## src/rtl/micro_seq_pkg.sv

```systemverilog
`default_nettype none
// ============================================================================
//  Module   : micro_seq_pkg
//  Purpose  : Shared definitions for the micro_sequencer block. Holds the
//             branch-op encodings, the sequencer state encoding and helpers
//             that locate each field of a microcode word.
//  Contents : OP_* op encodings, state_e, field offset helpers
//  Revision : 1.0 - initial release
// ============================================================================
package micro_seq_pkg;

  // Branch-field encodings. Codes 8..15 are illegal.
  localparam logic [3:0] OP_NEXT = 4'd0;
  localparam logic [3:0] OP_JMP  = 4'd1;
  localparam logic [3:0] OP_JC   = 4'd2;
  localparam logic [3:0] OP_JNC  = 4'd3;
  localparam logic [3:0] OP_WAIT = 4'd4;
  localparam logic [3:0] OP_CALL = 4'd5;
  localparam logic [3:0] OP_RET  = 4'd6;
  localparam logic [3:0] OP_HALT = 4'd7;

  typedef enum logic [1:0] {
    ST_IDLE  = 2'd0,
    ST_FETCH = 2'd1,
    ST_EXEC  = 2'd2,
    ST_WAIT  = 2'd3
  } state_e;

  // Word layout, MSB first: op(4) | target(A) | csel(4) | ctrl(rest).
  function automatic int op_lsb(input int d_width);
    return d_width - 4;
  endfunction

  function automatic int target_lsb(input int a_width, input int d_width);
    return d_width - 4 - a_width;
  endfunction

  function automatic int csel_lsb(input int a_width, input int d_width);
    return d_width - 8 - a_width;
  endfunction

  function automatic int ctrl_width(input int a_width, input int d_width);
    return d_width - 8 - a_width;
  endfunction

endpackage
`default_nettype wire

```

## src/rtl/micro_sequencer_if.sv

```systemverilog
`default_nettype none
// ============================================================================
//  Module   : micro_sequencer_if
//  Purpose  : Bus between the sequencer and the synchronous microcode ROM.
//  Ports    : rom_addr (seq->ROM), rom_re (seq->ROM),
//             rom_data (ROM->seq, valid the cycle after rom_re)
//  Modports : master = sequencer side, slave = ROM side
//  Revision : 1.0 - initial release
// ============================================================================
interface micro_sequencer_if
  import micro_seq_pkg::*;
#(
  parameter int A_WIDTH = 4,
  parameter int D_WIDTH = 48
);
  logic [A_WIDTH-1:0] rom_addr;
  logic               rom_re;
  logic [D_WIDTH-1:0] rom_data;

  modport master (output rom_addr, output rom_re, input  rom_data);
  modport slave  (input  rom_addr, input  rom_re, output rom_data);
endinterface
`default_nettype wire

```

## src/rtl/micro_seq_stack.sv

```systemverilog
`default_nettype none
// ============================================================================
//  Module   : micro_seq_stack
//  Purpose  : Return-address LIFO for CALL/RET. Push while full and pop
//             while empty are ignored; the caller flags the error.
//  Ports    : clk, rst_n (async, active low), push, pop, clear (sync,
//             wipes pointer and contents), push_data, top_data (entry a pop
//             would return), full, empty
//  Revision : 1.0 - initial release
// ============================================================================
module micro_seq_stack
  import micro_seq_pkg::*;
#(
  parameter int A_WIDTH     = 4,
  parameter int STACK_DEPTH = 4
) (
  input  wire logic               clk,
  input  wire logic               rst_n,
  input  wire logic               push,
  input  wire logic               pop,
  input  wire logic               clear,
  input  wire logic [A_WIDTH-1:0] push_data,
  output logic      [A_WIDTH-1:0] top_data,
  output logic                    full,
  output logic                    empty
);
  localparam int IDX_W = $clog2(STACK_DEPTH);
  localparam int SP_W  = $clog2(STACK_DEPTH + 1);

  logic [SP_W-1:0]    sp_q, sp_d;
  logic [A_WIDTH-1:0] mem_q [STACK_DEPTH];
  logic [A_WIDTH-1:0] mem_d [STACK_DEPTH];
  logic [IDX_W-1:0]   wr_idx, rd_idx;

  // With a power-of-two depth the low pointer bits are the write slot; the
  // slot below wraps correctly even when sp == STACK_DEPTH.
  assign wr_idx   = sp_q[IDX_W-1:0];
  assign rd_idx   = wr_idx - 1'b1;
  assign top_data = mem_q[rd_idx];
  assign full     = (sp_q == SP_W'(STACK_DEPTH));
  assign empty    = (sp_q == '0);

  always_comb begin
    sp_d  = sp_q;
    mem_d = mem_q;
    if (clear) begin
      sp_d = '0;
      for (int i = 0; i < STACK_DEPTH; i++) mem_d[i] = '0;
    end else if (push && !full) begin
      mem_d[wr_idx] = push_data;
      sp_d          = sp_q + 1'b1;
    end else if (pop && !empty) begin
      sp_d = sp_q - 1'b1;
    end
  end

  always_ff @(posedge clk or negedge rst_n) begin
    if (!rst_n) begin
      sp_q <= '0;
      for (int i = 0; i < STACK_DEPTH; i++) mem_q[i] <= '0;
    end else begin
      sp_q  <= sp_d;
      mem_q <= mem_d;
    end
  end
endmodule
`default_nettype wire

```

## src/rtl/micro_sequencer.sv

```systemverilog
`default_nettype none
// ============================================================================
//  Module   : micro_sequencer
//  Purpose  : Microprogram sequencer in front of a synchronous microcode ROM.
//             Fetches a word, decodes its branch op, computes the next
//             address and issues the control field as a registered word
//             with a one-cycle strobe.
//  Ports    : clk, rst_n (async, active low), start/start_addr, abort,
//             cond_in[15:0], rom_if (master: rom_addr, rom_re, rom_data),
//             ctrl_out, ctrl_strobe, pc_out, busy, done, error (sticky)
//  Revision : 1.0 - initial release
// ============================================================================
module micro_sequencer
  import micro_seq_pkg::*;
#(
  parameter  int A_WIDTH     = 4,
  parameter  int D_WIDTH     = 48,
  parameter  int STACK_DEPTH = 4,
  localparam int CTRL_WIDTH  = ctrl_width(A_WIDTH, D_WIDTH)
) (
  input  wire logic                  clk,
  input  wire logic                  rst_n,
  input  wire logic                  start,
  input  wire logic [A_WIDTH-1:0]    start_addr,
  input  wire logic                  abort,
  input  wire logic [15:0]           cond_in,
  micro_sequencer_if.master          rom_if,
  output logic      [CTRL_WIDTH-1:0] ctrl_out,
  output logic                       ctrl_strobe,
  output logic      [A_WIDTH-1:0]    pc_out,
  output logic                       busy,
  output logic                       done,
  output logic                       error
);
  localparam int OP_LSB   = op_lsb(D_WIDTH);
  localparam int TGT_LSB  = target_lsb(A_WIDTH, D_WIDTH);
  localparam int CSEL_LSB = csel_lsb(A_WIDTH, D_WIDTH);

  state_e                state_q, state_d;
  logic [A_WIDTH-1:0]    pc_q, pc_d, rom_addr_q, rom_addr_d, pc_out_q, pc_out_d;
  logic                  rom_re_q, rom_re_d, strobe_q, strobe_d;
  logic                  halt_q, halt_d, done_q, error_q, error_d;
  logic [CTRL_WIDTH-1:0] ctrl_q, ctrl_d, wait_ctrl_q, wait_ctrl_d;
  logic [3:0]            wait_csel_q, wait_csel_d;

  logic [3:0]            op, op_csel;
  logic [A_WIDTH-1:0]    op_target, pc_inc, next_pc, stack_top;
  logic [CTRL_WIDTH-1:0] op_ctrl, strobe_ctrl;
  logic                  cond_bit, fetch_en, strobe_en;
  logic                  push, pop, clear, full, empty;

  assign op        = rom_if.rom_data[OP_LSB +: 4];
  assign op_target = rom_if.rom_data[TGT_LSB +: A_WIDTH];
  assign op_csel   = rom_if.rom_data[CSEL_LSB +: 4];
  assign op_ctrl   = rom_if.rom_data[CTRL_WIDTH-1:0];
  assign cond_bit  = cond_in[op_csel];
  assign pc_inc    = pc_q + 1'b1;

  micro_seq_stack #(
    .A_WIDTH    (A_WIDTH),
    .STACK_DEPTH(STACK_DEPTH)
  ) u_stack (
    .clk      (clk),
    .rst_n    (rst_n),
    .push     (push),
    .pop      (pop),
    .clear    (clear),
    .push_data(pc_inc),
    .top_data (stack_top),
    .full     (full),
    .empty    (empty)
  );

  always_comb begin
    state_d     = state_q;
    pc_d        = pc_q;
    rom_addr_d  = rom_addr_q;
    rom_re_d    = 1'b0;
    ctrl_d      = ctrl_q;
    pc_out_d    = pc_out_q;
    strobe_d    = 1'b0;
    halt_d      = 1'b0;
    error_d     = error_q;
    wait_ctrl_d = wait_ctrl_q;
    wait_csel_d = wait_csel_q;
    push        = 1'b0;
    pop         = 1'b0;
    clear       = 1'b0;
    fetch_en    = 1'b0;
    strobe_en   = 1'b0;
    next_pc     = pc_inc;
    strobe_ctrl = op_ctrl;

    case (state_q)
      ST_IDLE: begin
        if (start) begin
          error_d  = 1'b0;
          clear    = 1'b1;
          next_pc  = start_addr;
          fetch_en = 1'b1;
        end
      end
      ST_FETCH: state_d = abort ? ST_IDLE : ST_EXEC;
      ST_EXEC: begin
        if (abort) begin
          state_d = ST_IDLE;
        end else begin
          case (op)
            OP_NEXT: begin fetch_en = 1'b1; strobe_en = 1'b1; end
            OP_JMP:  begin next_pc = op_target; fetch_en = 1'b1; strobe_en = 1'b1; end
            OP_JC: begin
              if (cond_bit) next_pc = op_target;
              fetch_en  = 1'b1;
              strobe_en = 1'b1;
            end
            OP_JNC: begin
              if (!cond_bit) next_pc = op_target;
              fetch_en  = 1'b1;
              strobe_en = 1'b1;
            end
            // The control word is held back until the wait condition fires.
            OP_WAIT: begin
              wait_ctrl_d = op_ctrl;
              wait_csel_d = op_csel;
              state_d     = ST_WAIT;
            end
            OP_CALL: begin
              if (full) begin
                error_d = 1'b1;
                state_d = ST_IDLE;
              end else begin
                push      = 1'b1;
                next_pc   = op_target;
                fetch_en  = 1'b1;
                strobe_en = 1'b1;
              end
            end
            OP_RET: begin
              if (empty) begin
                error_d = 1'b1;
                state_d = ST_IDLE;
              end else begin
                pop       = 1'b1;
                next_pc   = stack_top;
                fetch_en  = 1'b1;
                strobe_en = 1'b1;
              end
            end
            OP_HALT: begin
              strobe_en = 1'b1;
              halt_d    = 1'b1;
              state_d   = ST_IDLE;
            end
            default: begin
              error_d = 1'b1;
              state_d = ST_IDLE;
            end
          endcase
        end
      end
      ST_WAIT: begin
        if (abort) begin
          state_d = ST_IDLE;
        end else if (cond_in[wait_csel_q]) begin
          strobe_ctrl = wait_ctrl_q;
          fetch_en    = 1'b1;
          strobe_en   = 1'b1;
        end
      end
      default: state_d = ST_IDLE;
    endcase

    // rom_re is registered, so it is raised on entry to FETCH and lasts
    // exactly that one cycle.
    if (fetch_en) begin
      pc_d       = next_pc;
      rom_addr_d = next_pc;
      rom_re_d   = 1'b1;
      state_d    = ST_FETCH;
    end
    if (strobe_en) begin
      ctrl_d   = strobe_ctrl;
      pc_out_d = pc_q;
      strobe_d = 1'b1;
    end
  end

  always_ff @(posedge clk or negedge rst_n) begin
    if (!rst_n) begin
      state_q     <= ST_IDLE;
      pc_q        <= '0;
      rom_addr_q  <= '0;
      rom_re_q    <= 1'b0;
      ctrl_q      <= '0;
      pc_out_q    <= '0;
      strobe_q    <= 1'b0;
      halt_q      <= 1'b0;
      done_q      <= 1'b0;
      error_q     <= 1'b0;
      wait_ctrl_q <= '0;
      wait_csel_q <= '0;
    end else begin
      state_q     <= state_d;
      pc_q        <= pc_d;
      rom_addr_q  <= rom_addr_d;
      rom_re_q    <= rom_re_d;
      ctrl_q      <= ctrl_d;
      pc_out_q    <= pc_out_d;
      strobe_q    <= strobe_d;
      halt_q      <= halt_d;
      // done follows the HALT strobe by one cycle.
      done_q      <= halt_q;
      error_q     <= error_d;
      wait_ctrl_q <= wait_ctrl_d;
      wait_csel_q <= wait_csel_d;
    end
  end

  assign rom_if.rom_addr = rom_addr_q;
  assign rom_if.rom_re   = rom_re_q;
  assign ctrl_out        = ctrl_q;
  assign ctrl_strobe     = strobe_q;
  assign pc_out          = pc_out_q;
  assign busy            = (state_q != ST_IDLE);
  assign done            = done_q;
  assign error           = error_q;
endmodule
`default_nettype wire
```

## src/flat_wrapper.sv

```systemverilog
// flat-port wrapper written by rule: the top's interface ports become plain ports
module micro_sequencer_flat import micro_seq_pkg::*;
#(
  parameter  int A_WIDTH     = 4,
  parameter  int D_WIDTH     = 48,
  parameter  int STACK_DEPTH = 4,
  localparam int CTRL_WIDTH  = ctrl_width(A_WIDTH, D_WIDTH)
)
  (clk, rst_n, start, start_addr, abort, cond_in, ctrl_out, ctrl_strobe, pc_out, busy, done, error, rom_if_rom_addr, rom_if_rom_re, rom_if_rom_data);
  micro_sequencer_if #(.A_WIDTH(A_WIDTH), .D_WIDTH(D_WIDTH)) rom_if_i ();
  input  wire logic clk;
  input  wire logic rst_n;
  input  wire logic start;
  input  wire logic [A_WIDTH-1:0] start_addr;
  input  wire logic abort;
  input  wire logic [15:0] cond_in;
  output logic      [CTRL_WIDTH-1:0] ctrl_out;
  output logic ctrl_strobe;
  output logic      [A_WIDTH-1:0] pc_out;
  output logic busy;
  output logic done;
  output logic error;
  output wire logic [$bits(rom_if_i.rom_addr)-1:0] rom_if_rom_addr;
  output wire logic [$bits(rom_if_i.rom_re)-1:0] rom_if_rom_re;
  input wire logic [$bits(rom_if_i.rom_data)-1:0] rom_if_rom_data;
  assign rom_if_rom_addr = rom_if_i.rom_addr;
  assign rom_if_rom_re = rom_if_i.rom_re;
  assign rom_if_i.rom_data = rom_if_rom_data;
  micro_sequencer #(.A_WIDTH(A_WIDTH), .D_WIDTH(D_WIDTH), .STACK_DEPTH(STACK_DEPTH)) u_core (.clk(clk), .rst_n(rst_n), .start(start), .start_addr(start_addr), .abort(abort), .cond_in(cond_in), .rom_if(rom_if_i), .ctrl_out(ctrl_out), .ctrl_strobe(ctrl_strobe), .pc_out(pc_out), .busy(busy), .done(done), .error(error));
endmodule
```

## config.mk

```make
export PLATFORM = sky130hd
export DESIGN_NAME = micro_sequencer_flat
export DESIGN_NICKNAME = d
export VERILOG_FILES = /design/src/rtl/micro_seq_pkg.sv /design/src/rtl/micro_sequencer_if.sv /design/src/rtl/micro_seq_stack.sv /design/src/rtl/micro_sequencer.sv /design/src/flat_wrapper.sv
export SDC_FILE = /design/constraint.sdc
export NUM_CORES = 1
export LEC_CHECK = 0
export ABC_AREA = 1
export CAP_MARGIN = 20
export CELL_PAD_IN_SITES_DETAIL_PLACEMENT = 1
export CELL_PAD_IN_SITES_GLOBAL_PLACEMENT = 1
export CORE_MARGIN = 2
export CORE_UTILIZATION = 37
export CTS_CLUSTER_DIAMETER = 40
export CTS_CLUSTER_SIZE = 24
export DETAILED_ROUTE_END_ITERATION = 10
export PLACE_DENSITY_LB_ADDON = 0.1
export SLEW_MARGIN = 10
export SYNTH_ARGS = -nofsm -noshare
export SYNTH_HDL_FRONTEND = slang
export SYNTH_HIERARCHICAL = 1
export SYNTH_SLANG_ARGS = --single-unit
export TNS_END_PERCENT = 20
```

## constraint.sdc

```tcl
create_clock -name clk -period 2.95 [get_ports clk]
set_input_delay 0.885 -clock clk [delete_from_list [all_inputs] [get_ports clk]]
set_output_delay 0.885 -clock clk [all_outputs]
set_load 0.01 [all_outputs]
```

==> results.sh <==
export IMPL_cts_root_buf="clkbuf_16"
export IMPL_ys_top_cells_by_count="nand2_1, inv_1, dfrtp_1"
export IMPL_row_count=45
export IMPL_ctsHoldBuffers=0
export IMPL_finalPower_mw=5.99
export IMPL_dr_first_iter_drc_count=215
export IMPL_clkTransAtPathRegs_ps=80
export IMPL_grt_usage_pct=21.2
export IMPL_r2r_setup_slack_ps=550
export IMPL_regArea_um2=2750
export IMPL_leakagePower_nw=3.75
export IMPL_tightest_slew_ps=504
export IMPL_critPathTopFamily="simple AND/OR/NAND/NOR gates"
export IMPL_gp_congestion=0.916
export IMPL_pwr_share_clk_pct=20.1
export IMPL_power_density_nw_per_um2=790
export IMPL_internal_power_mw=3.74
export IMPL_dieArea_um2=16700
export IMPL_synth_seq_cells=110
export IMPL_cts_resized=0
export IMPL_cts_tree="done"
export IMPL_clock_skew_ps=8.13
export IMPL_post_cts_buffers=0
export IMPL_routed_wl_um=16700
export IMPL_synth_top_cell_area_share_pct=47.4
export IMPL_cts_sinks=110
export IMPL_grt_pass1_vias=5784
export IMPL_end_kind="flip-flop"
export IMPL_post_route_min_period_ps=2720
export IMPL_hold_class="flip-flop to flip-flop"
export IMPL_grt_overflow_total=0
export IMPL_setup_violations_final=0
export IMPL_p_sw_share_pct=37.6
export IMPL_slowest_stage="clkdlybuf4s50_1"
export IMPL_start_kind="input pin"
export IMPL_antenna_found_initial=0
export IMPL_cp_required_ps=3230
export IMPL_yosys_top_cells_area="dfrtp_1, nand2_1, o21ai_0"
export IMPL_synth_top_area_cell="dfrtp_1"
export IMPL_drt_pre_antenna_iters=4
export IMPL_drive_gt1_share_pct=7.96
export IMPL_syn_area_per_cell_um2=7.62
export IMPL_cp_max_fo=7
export IMPL_dp_hpwl_um=12700
export IMPL_netSwitchingPower_mw=2.26
export IMPL_slew_viol_final=0
export IMPL_insertedDiodeCount=0
export IMPL_grt_start_max_net_pins=55
export IMPL_core_area_um2=15300
export IMPL_initial_utilization_pct=38.1
export IMPL_critPathBufInv=2
export IMPL_vias_per_cell=4.93
export IMPL_cts_buffers=9
export IMPL_cap_violations=0
export IMPL_synth_flop_cell="dfrtp_1"
export IMPL_power_frac_seq_pct=39.0
export IMPL_vdd_drop_max_mv=0.375
export IMPL_yosysSeqAreaShare_pct=47.4
export IMPL_dr_total_vias=5443
export IMPL_cp_arrival_ps=3000
export IMPL_antenna_left=0
export IMPL_synthArstFlopShare_pct=100
export IMPL_synth_nets=841
export IMPL_finalWorstSetupSlack_ps=234
export IMPL_num_fill_cells=1890
export IMPL_crit_chain="clkdlybuf4s50_1, inv_1, nand2_1, nand3_1, nand3_1, nand3_1, nand2_2, nand2_1, nand2_1, nand2_1, nand3_1, nand2_1, nand2_1, nand2_1, a21oi_1"
export IMPL_rsz0062_at_grt="no"
export IMPL_p_comb_share_pct=40.9
export IMPL_io_pins=121
export IMPL_clock_latency_ps=360
export IMPL_synth_area_um2=5810
export IMPL_finalCritPeriodShare_pct=92.1
export IMPL_port_buffers=120
export IMPL_ys_warn_count=6
export IMPL_clock_path_buffers=2
export IMPL_nNetsFinal=966
export IMPL_max_freq_mhz=368
export IMPL_netlist_instances=763
export IMPL_final_hold_viol_count=0
export IMPL_crit_type="input pin to flip-flop"
export IMPL_die_height_um=129
export IMPL_synth_cell_types=34
export IMPL_cpPeakStageDelay_ps=560
export IMPL_synth_edf_count=0
export IMPL_dp_slack_ps=-134
export IMPL_drcViolationCount=0
export IMPL_cts_max_level=3
export IMPL_synth_most_common_cell="nand2_1"
export IMPL_wl_per_cell_um=15.2
export IMPL_syn2layout_area_growth_pct=30.5
export IMPL_path_common_cell="nand2_1"
export IMPL_outcome="complete, no violations"
export IMPL_multi_input_area_um2=2410
export IMPL_grt_pass1_wl_um=28100
export IMPL_die_w_um=129
export IMPL_slew_headroom_pct=66.4
## power groups by stage
stage / clock network (mW) / registers, mW / logic, mW
6_report: 1.21 / 2.34 / 2.45
5_1_grt: 1.29 / 2.40 / 2.76
4_1_cts: 1.24 / 2.34 / 2.48
3_5_place_dp: 0 / 2.36 / 2.47
3_3_place_gp: 0 / 2.34 / 2.40
2_1_floorplan: 0 / 2.41 / 1.21
## cells in the final DEF, fill, tap and decap left out, drive strengths merged
master,n
a31oi,3
nand3,44
inv,123
nor3,4
o21ai,157
nand2,223
clkinvlp,1
dfrtp,110
clkdlybuf4s50,119
a22oi,2
fa,1
o31ai,1
nand4,4
nor2,26
xnor2,1
clkbuf,11
a21oi,27
o22ai,2
o211ai,2
or2,2
buf,24
ha,5
## cell type report
class                           count  share of cell area [%]
Clock buffer                       11                    3.33
Sequential cell                   110                    36.3
Clock inverter                      4                   0.478
Tap cell                          211                    3.48
Timing Repair Buffer              143                    18.7
Multi-Input combinational cell    504                    31.7
Inverter                          120                    5.94
## path summary, 6_finish.rpt
check                                                         to                               start  depth (start not counted)
setup reg to reg           u_core/rom_if.rom_addr[3]$_DFFE_PN0P_  u_core/u_stack/sp_q[0]$_DFFE_PN0P_                         18
max in group asynchronous        u_core/ctrl_out[25]$_DFFE_PN0P_                               rst_n                          2
hold reg to reg                            u_core/done$_DFF_PN0_             u_core/halt_q$_DFF_PN0_                          0
min in group asynchronous      u_core/wait_ctrl_q[8]$_DFFE_PN0P_                               rst_n                          1
setup / recovery           u_core/rom_if.rom_addr[1]$_DFFE_PN0P_                 rom_if_rom_data[36]                         15
hold / removal                             u_core/done$_DFF_PN0_             u_core/halt_q$_DFF_PN0_                          0
## routing by layer
| metal | up-vias | wire length (um) | track usage (%) | share of wire (%) |
|---|---|---|---|---|
| met5 | - | 0 | 0 | 0 |
| met1 | 2636 | 7980 | 28.6 | 48 |
| li1 | 2677 | - | - | - |
| met3 | 12 | 653 | 3.34 | 3.9 |
| met4 | 0 | 220 | 6.01 | 1.3 |
| met2 | 118 | 7880 | 35.3 | 47 |
## state kept, by name, summed over array words and instances (netlist names)
signal and cells:
u_core/u_stack/sp_q 3, u_core/ctrl_strobe 1, u_core/pc_out 4, u_core/state_q 2, u_core/rom_if.rom_addr 4, u_core/wait_csel_q 4
u_core/rom_if.rom_re 1, u_core/wait_ctrl_q 36, u_core/done 1, u_core/error 1, u_core/ctrl_out 36, u_core/halt_q 1
u_core/u_stack/mem_q 16
## cells by family after synthesis
logic type / synth area share (%)
XOR/XNOR: 0.151
buffers and inverters: 11.3
flip-flops: 47.4
AO/OA/AOI/OAI: 17.5
AND/OR/NAND/NOR: 22.3
adder cells (fa/ha/maj): 1.42
## through the flow
step | std cells | cell area [um2] | setup TNS [ps] | hold WS (ps) | util (%)
after floorplan | 763 | 5810 | 0 | 331 | -
after global placement | 1088 | 7300 | -143 | 346 | 47.8
after detailed placement | 1088 | 7300 | -421 | 339 | 47.8
after CTS | 1103 | 7590 | 0 | 370 | 49.7
after global routing | 1103 | 7590 | 0 | 389 | 49.7
final | 1103 | 7590 | 0 | 366 | 49.7
## worst register-to-register path: stages, from the launching register on
cell and delay (ps):
dfrtp_1 480, inv_1 90, ha_1 300, inv_1 190
o21ai_0 120, a21oi_1 140, a21oi_1 60, nor2_1 130
nor2_1 60, nand2_1 100, nand2_1 60, nor2_1 80
nand3_1 80, nand2_1 100, nand2_1 70, nand2_1 50
nand2_1 40, nand2_1 50, a21oi_1 70
(Power assumes the default switching activity.)
